[src/rtl/overlay_fetch_pkg.sv]
// Shared types and constants for the overlay fetch path.
package overlay_pkg;

    // RGBA4444 field offsets inside a 16-bit overlay pixel.
    localparam int RGBA_FIELD_W = 4;
    localparam int RGBA_R_LSB   = 0;
    localparam int RGBA_G_LSB   = 4;
    localparam int RGBA_B_LSB   = 8;
    localparam int RGBA_A_LSB   = 12;

    // Supported pixel formats, expressed as pixel width in bits.
    localparam int PIX_FMT_I8       = 8;
    localparam int PIX_FMT_RGBA4444 = 16;

    // Request FSM. WAIT_SYNC holds off fetching until a frame start is seen
    // with the overlay enabled, so the stream always begins frame-aligned.
    typedef enum logic [1:0] {
        ST_WAIT_SYNC = 2'd0,
        ST_IDLE      = 2'd1,
        ST_REQ       = 2'd2
    } ovl_req_state_t;

    // Observation bundle for the fetch engine.
    typedef struct packed {
        ovl_req_state_t state;
        logic           discard;
        logic [15:0]    count;
    } ovl_dbg_t;

    // Extract one 4-bit channel from an RGBA4444 pixel.
    function automatic logic [RGBA_FIELD_W-1:0] rgba_field(input logic [15:0] pix, input int lsb);
        return pix[lsb +: RGBA_FIELD_W];
    endfunction

endpackage

[src/rtl/overlay_fetch_if.sv]
// SDRAM read channel between the overlay fetcher (master) and memory (slave).
// Handshake: master raises mem_req with mem_addr and holds both stable until
// the slave returns a single-cycle mem_valid pulse carrying mem_data; only one
// request is ever outstanding, and mem_req drops the cycle after mem_valid.
interface overlay_fetch_if #(
    parameter int ADDR_W = 24,
    parameter int WORD_W = 32
);
    logic              mem_req;
    logic [ADDR_W-1:0] mem_addr;
    logic              mem_valid;
    logic [WORD_W-1:0] mem_data;

    modport master (output mem_req, output mem_addr, input mem_valid, input mem_data);
    modport slave  (input mem_req, input mem_addr, output mem_valid, output mem_data);
endinterface

[src/rtl/overlay_fetch_fifo.sv]
// Synchronous word FIFO with flush; no read bypass, so a word written on one
// cycle becomes visible at the head on the next.
module ovl_word_fifo #(
    parameter int WORD_W = 32,
    parameter int DEPTH  = 8,
    parameter int CNT_W  = $clog2(DEPTH) + 1
) (
    input  logic              clk_sys,
    input  logic              reset_n,
    input  logic              push,
    input  logic              pop,
    input  logic              flush,
    input  logic [WORD_W-1:0] wdata,
    output logic [WORD_W-1:0] rdata,
    output logic [CNT_W-1:0]  count,
    output logic              empty,
    output logic              full
);
    localparam int PTR_W = $clog2(DEPTH);

    logic [WORD_W-1:0] ram [DEPTH];
    logic [PTR_W-1:0]  wr_ptr;
    logic [PTR_W-1:0]  rd_ptr;
    logic              do_push;
    logic              do_pop;

    assign empty   = (count == '0);
    assign full    = (count == CNT_W'(DEPTH));
    assign do_push = push & ~full;
    assign do_pop  = pop & ~empty;
    assign rdata   = ram[rd_ptr];

    // Pointer and occupancy tracking; flush wins over any push/pop that cycle.
    always_ff @(posedge clk_sys or negedge reset_n) begin
        if (!reset_n) begin
            wr_ptr <= '0;
            rd_ptr <= '0;
            count  <= '0;
        end else if (flush) begin
            wr_ptr <= '0;
            rd_ptr <= '0;
            count  <= '0;
        end else begin
            if (do_push) wr_ptr <= wr_ptr + PTR_W'(1);
            if (do_pop)  rd_ptr <= rd_ptr + PTR_W'(1);
            case ({do_push, do_pop})
                2'b10:   count <= count + CNT_W'(1);
                2'b01:   count <= count - CNT_W'(1);
                default: count <= count;
            endcase
        end
    end

    // Storage write; contents need no reset because count gates visibility.
    always_ff @(posedge clk_sys) begin
        if (do_push && !flush) ram[wr_ptr] <= wdata;
    end
endmodule

[src/rtl/overlay_fetch.sv]
// Overlay pixel streamer: prefetches packed words into a FIFO and unpacks
// them LSB-first, one pixel per qualified active-display pixel cycle.
module overlay_fetch
    import overlay_pkg::*;
#(
    parameter int               WORD_W    = 32,
    parameter int               PIX_W     = PIX_FMT_RGBA4444,
    parameter int               DEPTH     = 8,
    parameter int               ADDR_W    = 24,
    parameter logic [ADDR_W-1:0] BASE_ADDR = '0
) (
    input  logic              clk_sys,
    input  logic              reset_n,
    input  logic              enable,
    input  logic              ce_pix,
    input  logic              de,
    input  logic              vsync,
    overlay_fetch_if.master   mem,
    output logic [PIX_W-1:0]  pix_out,
    output logic              pix_valid,
    output logic              underrun,
    output ovl_dbg_t          dbg
);
    localparam int PPW   = WORD_W / PIX_W;
    localparam int IDX_W = (PPW > 1) ? $clog2(PPW) : 1;
    localparam int CNT_W = $clog2(DEPTH) + 1;

    ovl_req_state_t    state, state_nxt;
    logic              vsync_q;
    logic              vsync_rise;
    logic              restart;
    logic              in_req;
    logic              resp;
    logic              discard;
    logic [ADDR_W-1:0] addr_q;
    logic              consume;
    logic              push;
    logic              pop;
    logic [IDX_W-1:0]  pix_idx;
    logic              last_pix;
    logic [WORD_W-1:0] head_word;
    logic [PIX_W-1:0]  head_pix;
    logic [CNT_W-1:0]  fifo_count;
    logic              fifo_empty;
    logic              fifo_full;

    // Disabling the overlay acts as a restart held on every cycle.
    assign vsync_rise = vsync & ~vsync_q;
    assign restart    = vsync_rise | ~enable;
    assign in_req     = (state == ST_REQ);
    assign resp       = in_req & mem.mem_valid;
    assign push       = resp & ~discard & ~restart;
    assign consume    = ce_pix & de & enable;
    assign last_pix   = (pix_idx == IDX_W'(PPW - 1));
    assign pop        = consume & ~fifo_empty & last_pix;

    ovl_word_fifo #(.WORD_W(WORD_W), .DEPTH(DEPTH), .CNT_W(CNT_W)) u_fifo (
        .clk_sys (clk_sys),
        .reset_n (reset_n),
        .push    (push),
        .pop     (pop),
        .flush   (restart),
        .wdata   (mem.mem_data),
        .rdata   (head_word),
        .count   (fifo_count),
        .empty   (fifo_empty),
        .full    (fifo_full)
    );

    // Select the current pixel slice from the head word.
    always_comb begin
        head_pix = '0;
        head_pix = head_word[PIX_W*int'(pix_idx) +: PIX_W];
    end

    // Request FSM state register.
    always_ff @(posedge clk_sys or negedge reset_n) begin
        if (!reset_n) state <= ST_WAIT_SYNC;
        else          state <= state_nxt;
    end

    // Request FSM next state; a frame start also lets a full FIFO refetch,
    // because the flush on that edge empties it.
    always_comb begin
        state_nxt = state;
        case (state)
            ST_WAIT_SYNC: if (enable && vsync_rise) state_nxt = ST_IDLE;
            ST_IDLE: begin
                if (!enable)                       state_nxt = ST_WAIT_SYNC;
                else if (!fifo_full || vsync_rise) state_nxt = ST_REQ;
            end
            ST_REQ: if (mem.mem_valid) state_nxt = enable ? ST_IDLE : ST_WAIT_SYNC;
            default: state_nxt = ST_WAIT_SYNC;
        endcase
    end

    // Request FSM outputs and observation bundle.
    always_comb begin
        mem.mem_req   = in_req;
        mem.mem_addr  = addr_q;
        dbg.state     = state;
        dbg.discard   = discard;
        dbg.count     = 16'(fifo_count);
    end

    // Frame-sync edge detector, sampled every clk_sys independent of ce_pix.
    always_ff @(posedge clk_sys or negedge reset_n) begin
        if (!reset_n) vsync_q <= 1'b0;
        else          vsync_q <= vsync;
    end

    // Drop-marker for a request that was in flight when the frame restarted.
    always_ff @(posedge clk_sys or negedge reset_n) begin
        if (!reset_n)                 discard <= 1'b0;
        else if (resp)                discard <= 1'b0;
        else if (restart && in_req)   discard <= 1'b1;
    end

    // Fetch address: advances per accepted word; a restart rewinds it, but
    // is deferred to the response when a request is in flight so the
    // address never changes under an asserted mem_req.
    always_ff @(posedge clk_sys or negedge reset_n) begin
        if (!reset_n) begin
            addr_q <= BASE_ADDR;
        end else if (resp) begin
            if (discard || restart) addr_q <= BASE_ADDR;
            else                    addr_q <= addr_q + ADDR_W'(1);
        end else if (restart && !in_req) begin
            addr_q <= BASE_ADDR;
        end
    end

    // Pixel unpack: registered output, zero pixel on an empty FIFO.
    always_ff @(posedge clk_sys or negedge reset_n) begin
        if (!reset_n) begin
            pix_out   <= '0;
            pix_valid <= 1'b0;
            pix_idx   <= '0;
        end else begin
            pix_valid <= 1'b0;
            if (!enable) begin
                pix_out <= '0;
                pix_idx <= '0;
            end else begin
                if (consume) begin
                    pix_valid <= 1'b1;
                    if (!fifo_empty) begin
                        pix_out <= head_pix;
                        pix_idx <= last_pix ? '0 : pix_idx + IDX_W'(1);
                    end else begin
                        pix_out <= '0;
                    end
                end
                if (vsync_rise) pix_idx <= '0;
            end
        end
    end

    // Sticky underrun flag, cleared by any restart.
    always_ff @(posedge clk_sys or negedge reset_n) begin
        if (!reset_n)                    underrun <= 1'b0;
        else if (restart)                underrun <= 1'b0;
        else if (consume && fifo_empty)  underrun <= 1'b1;
    end
endmodule

[src/flat_wrapper.sv]
// flat-port wrapper written by rule: the top's interface ports become plain ports
module overlay_fetch_flat import overlay_pkg::*;
#(
    parameter int               WORD_W    = 32,
    parameter int               PIX_W     = PIX_FMT_RGBA4444,
    parameter int               DEPTH     = 8,
    parameter int               ADDR_W    = 24,
    parameter logic [ADDR_W-1:0] BASE_ADDR = '0
)
  (clk_sys, reset_n, enable, ce_pix, de, vsync, pix_out, pix_valid, underrun, dbg, mem_mem_req, mem_mem_addr, mem_mem_valid, mem_mem_data);
  overlay_fetch_if #(.ADDR_W(ADDR_W), .WORD_W(WORD_W)) mem_i ();
  input  logic clk_sys;
  input  logic reset_n;
  input  logic enable;
  input  logic ce_pix;
  input  logic de;
  input  logic vsync;
  output logic [PIX_W-1:0] pix_out;
  output logic pix_valid;
  output logic underrun;
  output ovl_dbg_t dbg;
  output wire logic [$bits(mem_i.mem_req)-1:0] mem_mem_req;
  output wire logic [$bits(mem_i.mem_addr)-1:0] mem_mem_addr;
  input wire logic [$bits(mem_i.mem_valid)-1:0] mem_mem_valid;
  input wire logic [$bits(mem_i.mem_data)-1:0] mem_mem_data;
  assign mem_mem_req = mem_i.mem_req;
  assign mem_mem_addr = mem_i.mem_addr;
  assign mem_i.mem_valid = mem_mem_valid;
  assign mem_i.mem_data = mem_mem_data;
  overlay_fetch #(.WORD_W(WORD_W), .PIX_W(PIX_W), .DEPTH(DEPTH), .ADDR_W(ADDR_W), .BASE_ADDR(BASE_ADDR)) u_core (.clk_sys(clk_sys), .reset_n(reset_n), .enable(enable), .ce_pix(ce_pix), .de(de), .vsync(vsync), .mem(mem_i), .pix_out(pix_out), .pix_valid(pix_valid), .underrun(underrun), .dbg(dbg));
endmodule
[config.mk]
export PLATFORM = sky130hd
export DESIGN_NAME = overlay_fetch_flat
export DESIGN_NICKNAME = d
export VERILOG_FILES = /design/src/rtl/overlay_fetch_pkg.sv /design/src/rtl/overlay_fetch_if.sv /design/src/rtl/overlay_fetch_fifo.sv /design/src/rtl/overlay_fetch.sv /design/src/flat_wrapper.sv
export SDC_FILE = /design/constraint.sdc
export NUM_CORES = 1
export LEC_CHECK = 0
export CAP_MARGIN = 10
export CORE_UTILIZATION = 51
export DETAILED_ROUTE_END_ITERATION = 8
export PLACE_DENSITY = 0.74
export SLEW_MARGIN = 20
export SYNTH_ARGS = -nofsm -noshare
export SYNTH_HDL_FRONTEND = slang
export SYNTH_SLANG_ARGS = --single-unit
[constraint.sdc]
create_clock -name clk_sys -period 4.4 [get_ports clk_sys]
set_clock_uncertainty 0.15 [all_clocks]
set_input_delay 0.88 -clock clk_sys [delete_from_list [all_inputs] [get_ports clk_sys]]
set_output_delay 0.88 -clock clk_sys [all_outputs]
set_load 0.005 [all_outputs]
## After elaboration in Yosys (flattened, before gate mapping)

Memories as Yosys holds them, arrays and structs flattened.
Index checks and enable logic that the tools add are counted.

- Input port bits: 39
- Logic and storage cells: 98
- Memories kept: 1
- Register bits after elaboration: 57
- Memory bits (writable): 256

- Shift-type cells: 1
- Bitwise logic cells: 17
- Equality and inequality tests: 11
- Add/sub/neg operators: 6
- Reduce and logical (&&, ||, !) cells: 20
- Muxes and demuxes: 31

Memories:

| memory | depth | width | read ports | clocked after memory_dff | write ports | RTL line | RTL |
|---|---|---|---|---|---|---|---|
| u_core.u_fifo.ram | 8 | 32 | 1 | 0 | 1 | overlay_fetch_fifo.sv:21 | `logic [WORD_W-1:0] ram [DEPTH];` |

Operator list:

| cell | count |
|---|---|
| $mux 24 | 3 |
| $mux 16 | 3 |
| $shiftx 32x6->16 | 1 |
| $add 24x1->24 const B | 1 |
| $mux 1 | 14 |
| $mux 3 | 4 |
| $and 1x1->1 | 10 |
| $reduce_bool 2->1 | 5 |
| $mux 2 | 4 |
| $pmux 4 s2 | 1 |
| $add 3x1->3 const B | 2 |
| $ne 3x2->1 const B | 2 |
| $not 1->1 | 6 |
| $pmux 2 s3 | 1 |
| $logic_and 1x1->1 | 5 |
| $add 4x1->4 const B | 1 |
| $eq 2x1->1 const B | 2 |
| $eq 2x2->1 const B | 2 |
| $eq 4x4->1 const B | 1 |
| $logic_not 4->1 | 1 |
| $mux 4 | 1 |
| $ne 2x1->1 const B | 2 |
| $sub 4x1->4 const B | 1 |
| $logic_not 1->1 | 3 |
| other kinds (9) | 10 |

## Depth between registers and ports, before layout

Gate-level depths: netlist (run 1).

- Word-level depth: 9
- Depth in mapped cells: 12
- Gate-level depth less buffers: 10

## Cells and area by module

A second synthesis (run 1) with hierarchy kept.

- Cells, all modules: 720
- Area, all modules: 13,017.5 µm²

By module, submodules not included:

| module | area an instance (µm²) | cells each | times used |
|---|---|---|---|
| ovl_word_fifo | 10,431.3 | 446 | 1 |
| overlay_fetch | 2,586.2 | 274 | 1 |

## Least setup slack after synthesis (run 1)

Ideal clock, no wire load.

- Kind: in2reg
- Start: input port mem_mem_valid
- End: memory u_core.u_fifo.ram[0][0], enable pin
- Slack: -377 ps
- Data arrival time: 4,165 ps
- Data required time: 3,789 ps
- Stages on the path: 5
- Path buffers: 1
- Cells stage by stage: and3b_1 nor4b_1 clkbuf_1 nand3b_1 nor3_1

- Word-level cells in the longest chain between the ends: 7

Ends and longest elaborated chain:

| item | RTL line | RTL |
|---|---|---|
| start: declaration | flat_wrapper.sv:24 | `input wire logic [$bits(mem_i.mem_valid)-1:0] mem_mem_valid;` |
| $and 1x1->1 | overlay_fetch.sv:51 | `assign resp = in_req & mem.mem_valid;` |
| $and 1x1->1 (2 in a row) | overlay_fetch.sv:52 | `assign push = resp & ~discard & ~restart;` |
| $and 1x1->1 | overlay_fetch_fifo.sv:29 | `assign do_push = push & ~full;` |
| $logic_and 1x1->1 | overlay_fetch_fifo.sv:56 | `if (do_push && !flush) ram[wr_ptr] <= wdata;` |
| $mux 1 | overlay_fetch_fifo.sv:56 |  |
| $mux 1 (not written as such) | overlay_fetch_fifo.sv:56 |  |
| end: declaration | overlay_fetch_fifo.sv:21 |  |

Every way passes these cells.

## Final worst setup path (run 1)

- Start: input port mem_mem_valid
- End: memory u_core.u_fifo.ram[0][14], enable pin

Same word-level chain as after synthesis.

==> results of run 1 <==
==> stage by stage <==
stage | area [sq um] | hold WS, ns | setup slack (ns) | power, mW | util (%)
floorplan | 12600 | 0.330 | 0.475 | 3.35 | -
global placement | 13900 | 0.325 | 0.670 | 3.44 | 57.4
detailed placement | 13900 | 0.325 | 0.593 | 3.45 | 57.4
CTS | 14900 | 0.287 | 1.13 | 5.94 | 61.4
global route | 14900 | 0.329 | 1.01 | 6.05 | 61.5
finish | 14900 | 0.285 | 1.11 | 5.89 | 61.5
==> state kept, by name (all words and copies together), names as in the netlist <==
name                  count
u_core.pix_out           16
u_core.u_fifo.ram       256
u_core.discard            1
u_core.u_fifo.rd_ptr      3
u_core.mem.mem_addr      24
u_core.state              2
u_core.last_pix           1
u_core.u_fifo.wr_ptr      3
u_core.underrun           1
u_core.pix_valid          1
u_core.u_fifo.count       4
u_core.vsync_q            1
==> cell families (layout without fill, tap and decap cells) <==
| family | count (synthesis) | after routing | synth area share [%] |
|---|---|---|---|
| compound gates | 83 | 83 | 4.63 |
| xor+xnor | 6 | 6 | 0.418 |
| fa+ha+maj | 7 | 7 | 0.697 |
| buf+inv | 55 | 173 | 2.11 |
| flops | 313 | 313 | 72.6 |
| mux | 103 | 103 | 14.6 |
| other cells | 1 | 12 | 0.0299 |
| simple gates | 116 | 116 | 4.95 |
==> final cells by class <==
| cell class | count | area share, % |
|---|---|---|
| multi-input combinational | 327 | 22.1 |
| clock buffer | 47 | 5.88 |
| timing repair buffer | 105 | 7.15 |
| clock inverter | 11 | 0.663 |
| inverter | 10 | 0.252 |
| sequential | 313 | 61.2 |
| tap | 324 | 2.72 |
==> layout by cell type (no fill, tap or decap), types with 6 or more instances in the layout <==
| cell | instances |
|---|---|
| edfxtp_1 | 256 |
| clkdlybuf4s50_1 | 87 |
| mux4_2 | 64 |
| dfrtp_1 | 54 |
| mux2i_1 | 38 |
| clkbuf_16 | 31 |
| nand2_1 | 28 |
| o221ai_1 | 16 |
| nand3_1 | 15 |
| a21oi_1 | 15 |
| o21ai_0 | 12 |
| conb_1 | 12 |
| clkbuf_1 | 12 |
| buf_4 | 12 |
| nor2_1 | 11 |
| inv_1 | 10 |
| or4_1 | 9 |
| nand4_1 | 9 |
| a31oi_1 | 9 |
| a21o_1 | 8 |
| ha_1 | 7 |
| and3_1 | 6 |
| nor2_4 | 6 |
| o31ai_1 | 6 |
| clkinv_2 | 6 |
==> routing by layer <==
metal,global-route usage (%),up-vias,wire length (um)
met2,36.0,281,13100
met4,5.55,0,593
li1,-,2963,-
met3,3.15,47,1430
met1,28.7,3515,10800
met5,0,-,0
==> critical path, stage by stage <==
cell,delay [ns]
clkdlybuf4s50_1,0.53
and3b_1,0.24
nor4b_2,0.25
buf_4,0.30
nand3b_1,0.39
nor3_4,0.24
buf_4,0.50
==> power by group through the flow <==
stage                     sequential, mW  clock [mW]  combinational [mW]
after detailed placement            3.29           0               0.156
after global placement              3.29           0               0.149
final                               3.23        2.50               0.156
after CTS                           3.23        2.55               0.156
after global routing                3.23        2.66               0.169
after floorplan                     3.29           0              0.0589
==> final timing paths <==
path	endpoint	slack [ns]	from	cells after the start
worst max-delay path	u_core.u_fifo.ram[0][14]	1.11	mem_mem_valid	7
worst min-delay path	u_core.underrun	0.28	reset_n	1
worst max register to register	u_core.u_fifo.count[3]	1.32	u_core.u_fifo.count[1]	9
worst min register to register	u_core.pix_out[9]	0.34	u_core.pix_out[9]	2
max in group asynchronous	u_core.pix_out[10]	2.95	reset_n	2
min in group clk_sys	u_core.pix_out[9]	0.34	u_core.pix_out[9]	2
==> run_summary.xml, run 1 <==
<?xml version="1.0" encoding="UTF-8"?>
<metrics>
  <group name="status">
    <metric name="outcome" unit="">finished, final reports clean</metric>
  </group>
  <group name="sta">
    <metric name="max-slew-margin-rel" unit="%">27.8</metric>
    <metric name="setup_violations" unit="">0</metric>
    <metric name="max_freq" unit="GHz">0.304</metric>
    <metric name="hold_viol" unit="">0</metric>
    <metric name="worst_max_slew_pin_slew" unit="ns">1.08</metric>
    <metric name="grt_setup_unrepaired" unit="">false</metric>
    <metric name="timing.final.crit_share" unit="%">74.9</metric>
    <metric name="finalMaxSlewViolations" unit="">0</metric>
    <metric name="fin_crit" unit="ns">3.29</metric>
    <metric name="finalSetupTns" unit="ns">0</metric>
  </group>
  <group name="yosys">
    <metric name="postSynth.topFlopCell" unit="">edfxtp_1</metric>
    <metric name="async_set_or_reset_register_ratio_after_synthesis" unit="%">18.2</metric>
    <metric name="synthesis.area" unit="sq um">12600</metric>
    <metric name="post_synth_num_cell_types" unit="">52</metric>
    <metric name="synth_warnings" unit="">0</metric>
    <metric name="synth-seq-area-share" unit="%">72.6</metric>
    <metric name="post_synth_inst_count" unit="">684</metric>
    <metric name="netlist_top_cells_area" unit="">edfxtp_1, mux4_2, dfrtp_1</metric>
    <metric name="synth_enable_flop_cells" unit="">256</metric>
    <metric name="synth.largest_area_cell" unit="">edfxtp_1</metric>
    <metric name="synth.top_cells.by_count" unit="">edfxtp_1, mux4_2, dfrtp_1</metric>
    <metric name="post-synth-top-count-cell" unit="">edfxtp_1</metric>
    <metric name="syn_area_per_cell" unit="sq um">18.4</metric>
    <metric name="synth_largest_type_area_fraction" unit="%">61.2</metric>
    <metric name="ys_seq_elements" unit="">313</metric>
  </group>
  <group name="detailed_routing">
    <metric name="final_antenna_net_count" unit="">0</metric>
    <metric name="dr_total_vias" unit="">6806</metric>
    <metric name="drt-vias-per-instance" unit="">5.99</metric>
    <metric name="post-route-drc-count" unit="">0</metric>
    <metric name="drt-total-wl" unit="mm">26.0</metric>
    <metric name="dr.pass1.iters" unit="">5</metric>
    <metric name="wl_per_cell" unit="um">22.8</metric>
    <metric name="detailedRoute.firstIterationViolations" unit="">647</metric>
  </group>
  <group name="final_layout">
    <metric name="n_antenna_cell" unit="">0</metric>
    <metric name="n_fill_cell" unit="">1690</metric>
    <metric name="fin_nets" unit="">834</metric>
    <metric name="multi_input_comb_area" unit="sq um">3300</metric>
    <metric name="finalNonFillerCells" unit="">1137</metric>
    <metric name="layout-drive-gt1-share" unit="%">17.8</metric>
    <metric name="regArea" unit="sq um">9120</metric>
    <metric name="syn2layout_area_growth" unit="%">18.6</metric>
  </group>
  <group name="die">
    <metric name="pin_count" unit="">101</metric>
    <metric name="die_w" unit="um">159</metric>
    <metric name="dieArea" unit="sq um">25300</metric>
    <metric name="std_cell_rows" unit="">57</metric>
    <metric name="start_util" unit="%">51.8</metric>
    <metric name="fp.dieH" unit="um">159</metric>
    <metric name="core_region_area" unit="sq um">24200</metric>
  </group>
  <group name="cts">
    <metric name="clk_root_buffer_cell" unit="">clkbuf_16</metric>
    <metric name="clk_transition_reported_paths" unit="ns">0.06</metric>
    <metric name="cts_post_setup_buffers_inserted" unit="">0</metric>
    <metric name="clock_sinks" unit="">313</metric>
    <metric name="post_cts.resized_instances" unit="">0</metric>
    <metric name="cts_tree" unit="">done</metric>
    <metric name="cts-buffers-inserted" unit="">31</metric>
    <metric name="maximum_clock_path_buffer_count" unit="">3</metric>
    <metric name="clock_tree.htree_level_count" unit="">1</metric>
    <metric name="clk-insertion-delay-late" unit="ns">0.57</metric>
    <metric name="cts_hold_bufs" unit="">0</metric>
  </group>
  <group name="grt">
    <metric name="via_count_of_the_first_global_routing_pass" unit="">7119</metric>
    <metric name="grt_max_degree" unit="">45</metric>
    <metric name="gr-usage-all-layers" unit="%">21.1</metric>
    <metric name="antenna_found_initial" unit="">0</metric>
    <metric name="globalRoute.totalOverflow" unit="">0</metric>
    <metric name="grt_pass1_wl" unit="mm">41.1</metric>
  </group>
  <group name="place">
    <metric name="place.detailed.hpwl" unit="mm">15.3</metric>
    <metric name="gp_congestion" unit="">0.872</metric>
    <metric name="placement.io_buffers" unit="">88</metric>
    <metric name="dp.cells" unit="">1079</metric>
  </group>
  <group name="power">
    <metric name="power.internal" unit="mW">4.72</metric>
    <metric name="p_switching" unit="mW">1.17</metric>
    <metric name="p_leak" unit="nW">4.95</metric>
    <metric name="comb_power_share" unit="%">2.7</metric>
    <metric name="clockPowerShare" unit="%">42.5</metric>
    <metric name="ir_drop" unit="mV">0.337</metric>
    <metric name="cellPowerDensity" unit="nW/um^2">395</metric>
    <metric name="seq_power_share" unit="%">54.8</metric>
    <metric name="switching_share" unit="%">19.9</metric>
  </group>
  <group name="worst_hold_path">
    <metric name="tightest_hold_check_type" unit="">input pin to async pin</metric>
  </group>
  <group name="worst_setup_path">
    <metric name="worst-path-max-fanout" unit="">32</metric>
    <metric name="timing_worst_setup_path_type" unit="">input pin to register</metric>
    <metric name="cp_data_required_time" unit="ns">4.45</metric>
    <metric name="critical_path.endpoint_type" unit="">register</metric>
    <metric name="worst_setup_path_start_kind" unit="">input pin</metric>
    <metric name="critPathArrivalTime" unit="ns">3.34</metric>
  </group>
  <group name="flow_run">
    <metric name="cap_violations" unit="">0</metric>
  </group>
</metrics>
(Power assumes the default switching activity.)
==> run 2, diff against run 1 <==
--- a/config.mk
+++ b/config.mk
@@ -8,7 +8,7 @@
 export CAP_MARGIN = 10
 export CORE_UTILIZATION = 51
 export DETAILED_ROUTE_END_ITERATION = 8
-export PLACE_DENSITY = 0.74
+export PLACE_DENSITY = 0.71
 export SLEW_MARGIN = 20
 export SYNTH_ARGS = -nofsm -noshare
 export SYNTH_HDL_FRONTEND = slang
==> constraint.sdc (replaced) <==
create_clock -name clk_sys -period 3.2 [get_ports clk_sys]
set_clock_uncertainty 0.15 [all_clocks]
set_input_delay 0.64 -clock clk_sys [delete_from_list [all_inputs] [get_ports clk_sys]]
set_output_delay 0.64 -clock clk_sys [all_outputs]
set_load 0.005 [all_outputs]
==> run 2 against run 1 <==
Against the previous run: cell count up 2.2%; register-to-register slack worse by 1.0 ns; total power is 44% higher; hold slack worse by 0.17 ns; global-route usage increased by 0.42 points; combinational power up 43%; design area grew 3.3%; count of clock-buffer cells in the layout shrank 14; wire length grew 1.4%; non-clock buffer count up 26; first-iteration DRC count fell by 5.9%; critical endpoint is now u_core.u_fifo.count[3].
==> run_summary.xml, run 2 (synthesized netlist as in run 1, its figures left out) <==
<?xml version="1.0" encoding="UTF-8"?>
<metrics>
  <group name="status">
    <metric name="outcome" unit="">finished, final reports clean</metric>
  </group>
  <group name="place">
    <metric name="dp.cells" unit="">1105</metric>
    <metric name="gp_congestion" unit="">0.853</metric>
    <metric name="placement.io_buffers" unit="">88</metric>
    <metric name="place.detailed.hpwl" unit="mm">16.1</metric>
  </group>
  <group name="die">
    <metric name="die_w" unit="um">159</metric>
    <metric name="dieArea" unit="sq um">25300</metric>
    <metric name="start_util" unit="%">51.8</metric>
    <metric name="core_region_area" unit="sq um">24200</metric>
    <metric name="std_cell_rows" unit="">57</metric>
    <metric name="fp.dieH" unit="um">159</metric>
    <metric name="pin_count" unit="">101</metric>
  </group>
  <group name="power">
    <metric name="power" unit="mW">8.48</metric>
    <metric name="cellPowerDensity" unit="nW/um^2">551</metric>
    <metric name="ir_drop" unit="mV">0.469</metric>
    <metric name="p_leak" unit="nW">5.16</metric>
  </group>
  <group name="grt">
    <metric name="gr-usage-all-layers" unit="%">21.5</metric>
    <metric name="grt_max_degree" unit="">67</metric>
    <metric name="antenna_found_initial" unit="">1</metric>
    <metric name="globalRoute.totalOverflow" unit="">0</metric>
    <metric name="grt_pass1_wl" unit="mm">41.5</metric>
    <metric name="via_count_of_the_first_global_routing_pass" unit="">7175</metric>
  </group>
  <group name="worst_hold_path">
    <metric name="tightest_hold_check_type" unit="">input pin to async pin</metric>
  </group>
  <group name="sta">
    <metric name="max_freq" unit="GHz">0.344</metric>
    <metric name="worst_max_slew_pin_slew" unit="ns">0.811</metric>
    <metric name="fin_crit" unit="ns">2.91</metric>
    <metric name="timing.final.crit_share" unit="%">90.9</metric>
    <metric name="setup_violations" unit="">0</metric>
    <metric name="finalMaxSlewViolations" unit="">0</metric>
    <metric name="max-slew-margin-rel" unit="%">45.9</metric>
    <metric name="hold_viol" unit="">0</metric>
    <metric name="grt_setup_unrepaired" unit="">false</metric>
    <metric name="fin_hold_ws" unit="ns">0.111</metric>
  </group>
  <group name="worst_setup_path">
    <metric name="crit_slowest_cell" unit="">or4_1</metric>
    <metric name="worst-path-max-fanout" unit="">6</metric>
    <metric name="cp_data_required_time" unit="ns">3.54</metric>
    <metric name="critical_path.cell_chain" unit="">or4_1, nand3_2, inv_1, ha_1, ha_1, a21boi_0, o22ai_1, a221oi_1, mux2i_1</metric>
    <metric name="cpMostUsedCell" unit="">ha_1</metric>
    <metric name="worst_setup_path_start_kind" unit="">register</metric>
    <metric name="timing.rr.start" unit="">u_core.u_fifo.count[3]</metric>
    <metric name="timing_worst_setup_path_type" unit="">register to register</metric>
    <metric name="timing.reg2reg.setup_slack" unit="ns">0.29</metric>
    <metric name="critPathArrivalTime" unit="ns">3.25</metric>
    <metric name="critical_path.endpoint_type" unit="">register</metric>
    <metric name="timing.rr.end" unit="">u_core.u_fifo.count[3]</metric>
    <metric name="crit_path_max_incr_delay" unit="ns">0.62</metric>
    <metric name="r2r.worst_path.cells" unit="">9</metric>
  </group>
  <group name="final_layout">
    <metric name="n_antenna_cell" unit="">0</metric>
    <metric name="fin_nets" unit="">860</metric>
    <metric name="layout_common_cells" unit="">edfxtp_1, clkdlybuf4s50_1, mux4_2, dfrtp_1, mux2i_1</metric>
    <metric name="largest-register" unit="">u_core.u_fifo.ram</metric>
    <metric name="mostFrequentLayoutCell" unit="">edfxtp_1</metric>
    <metric name="finalNonFillerCells" unit="">1162</metric>
    <metric name="largest_reg_flops" unit="">256</metric>
    <metric name="multi_input_comb_area" unit="sq um">3300</metric>
    <metric name="n_fill_cell" unit="">1666</metric>
    <metric name="layout-drive-gt1-share" unit="%">21.6</metric>
    <metric name="regArea" unit="sq um">9120</metric>
    <metric name="syn2layout_area_growth" unit="%">22.5</metric>
  </group>
  <group name="cts">
    <metric name="clk-insertion-delay-late" unit="ns">0.56</metric>
    <metric name="maximum_clock_path_buffer_count" unit="">3</metric>
    <metric name="clock_tree.htree_level_count" unit="">1</metric>
    <metric name="clk_transition_reported_paths" unit="ns">0.06</metric>
    <metric name="clk_root_buffer_cell" unit="">clkbuf_16</metric>
    <metric name="post_cts.resized_instances" unit="">0</metric>
    <metric name="cts_tree" unit="">done</metric>
    <metric name="cts_post_setup_buffers_inserted" unit="">0</metric>
    <metric name="cts-buffers-inserted" unit="">31</metric>
    <metric name="clock_sinks" unit="">313</metric>
    <metric name="cts_hold_bufs" unit="">0</metric>
  </group>
  <group name="flow_run">
    <metric name="cap_violations" unit="">0</metric>
  </group>
  <group name="detailed_routing">
    <metric name="dr_total_vias" unit="">6909</metric>
    <metric name="wl_per_cell" unit="um">22.7</metric>
    <metric name="drt-vias-per-instance" unit="">5.95</metric>
    <metric name="dr.pass1.iters" unit="">5</metric>
    <metric name="drt-total-wl" unit="mm">26.3</metric>
    <metric name="post-route-drc-count" unit="">0</metric>
    <metric name="final_antenna_net_count" unit="">0</metric>
    <metric name="detailedRoute.firstIterationViolations" unit="">609</metric>
  </group>
</metrics>
## run 2: cell count changes in the layout (fill, tap and decap cells not counted), sizes merged
| cell | change |
|---|---|
| clkbuf | -14 |
| bufinv | +5 |
| clkinvlp | +5 |
| clkinv | +3 |
| buf | +26 |
## run 2: metrics by stage
step                setup TNS [ns]  instance area [sq um]  utilization (%)  setup slack (ns)
floorplan                   -91.82                  12600                -            -0.402
global placement           -0.0753                  14300             59.0           -0.0753
detailed placement          -0.124                  14300             59.0            -0.124
global route                     0                  15400             63.5            0.0929
finish                           0                  15400             63.5             0.291
CTS                              0                  15400             63.5             0.313
## run 2: worst max-delay path by stage
stage	slack, ns	start	end	depth (start not counted)
after global placement	-0.08	mem_mem_valid	u_core.u_fifo.count[3]	10
after CTS	0.31	u_core.u_fifo.count[3]	u_core.u_fifo.count[3]	9
after global routing	0.09	u_core.u_fifo.count[3]	u_core.u_fifo.count[3]	9
final	0.29	u_core.u_fifo.count[3]	u_core.u_fifo.count[3]	9
after detailed placement	-0.12	mem_mem_valid	u_core.u_fifo.count[3]	10
after floorplan	-0.40	mem_mem_valid	u_core.u_fifo.ram[6][0]	5
## run 2: area by class of cell
type	instances	share of cell area, %
clock buffer	33	5.09
timing repair buffer	131	9.33
tap	324	2.63
multi-input combinational	327	21.4
clock inverter	24	1.99
sequential	313	59.3
inverter	10	0.244
## run 2: worst max-delay path: cells and delay by family (launching register included)
family          cells  cell delay, ns
compound gates      3            0.68
fa+ha+maj           2            0.53
buf+inv             1            0.06
flops               1            0.44
mux                 1            0.22
simple gates        2            0.75
## run 2: per-layer routing
layer | vias to the layer above | global-route usage [%] | wire (um)
met3 | 47 | 3.67 | 1650
met1 | 3548 | 28.8 | 10700
met4 | 2 | 4.72 | 487
met5 | - | 0 | 13
li1 | 3035 | - | -
met2 | 277 | 37.2 | 13400
## run 2: power breakdown
part           leakage (nW)  total, mW  internal [mW]  switching (mW)
clock                 0.523       3.82           2.27            1.54
combinational          1.55      0.223         0.0952           0.128
sequential             3.08       4.44           4.42          0.0166
total                  5.16       8.48           6.79            1.69
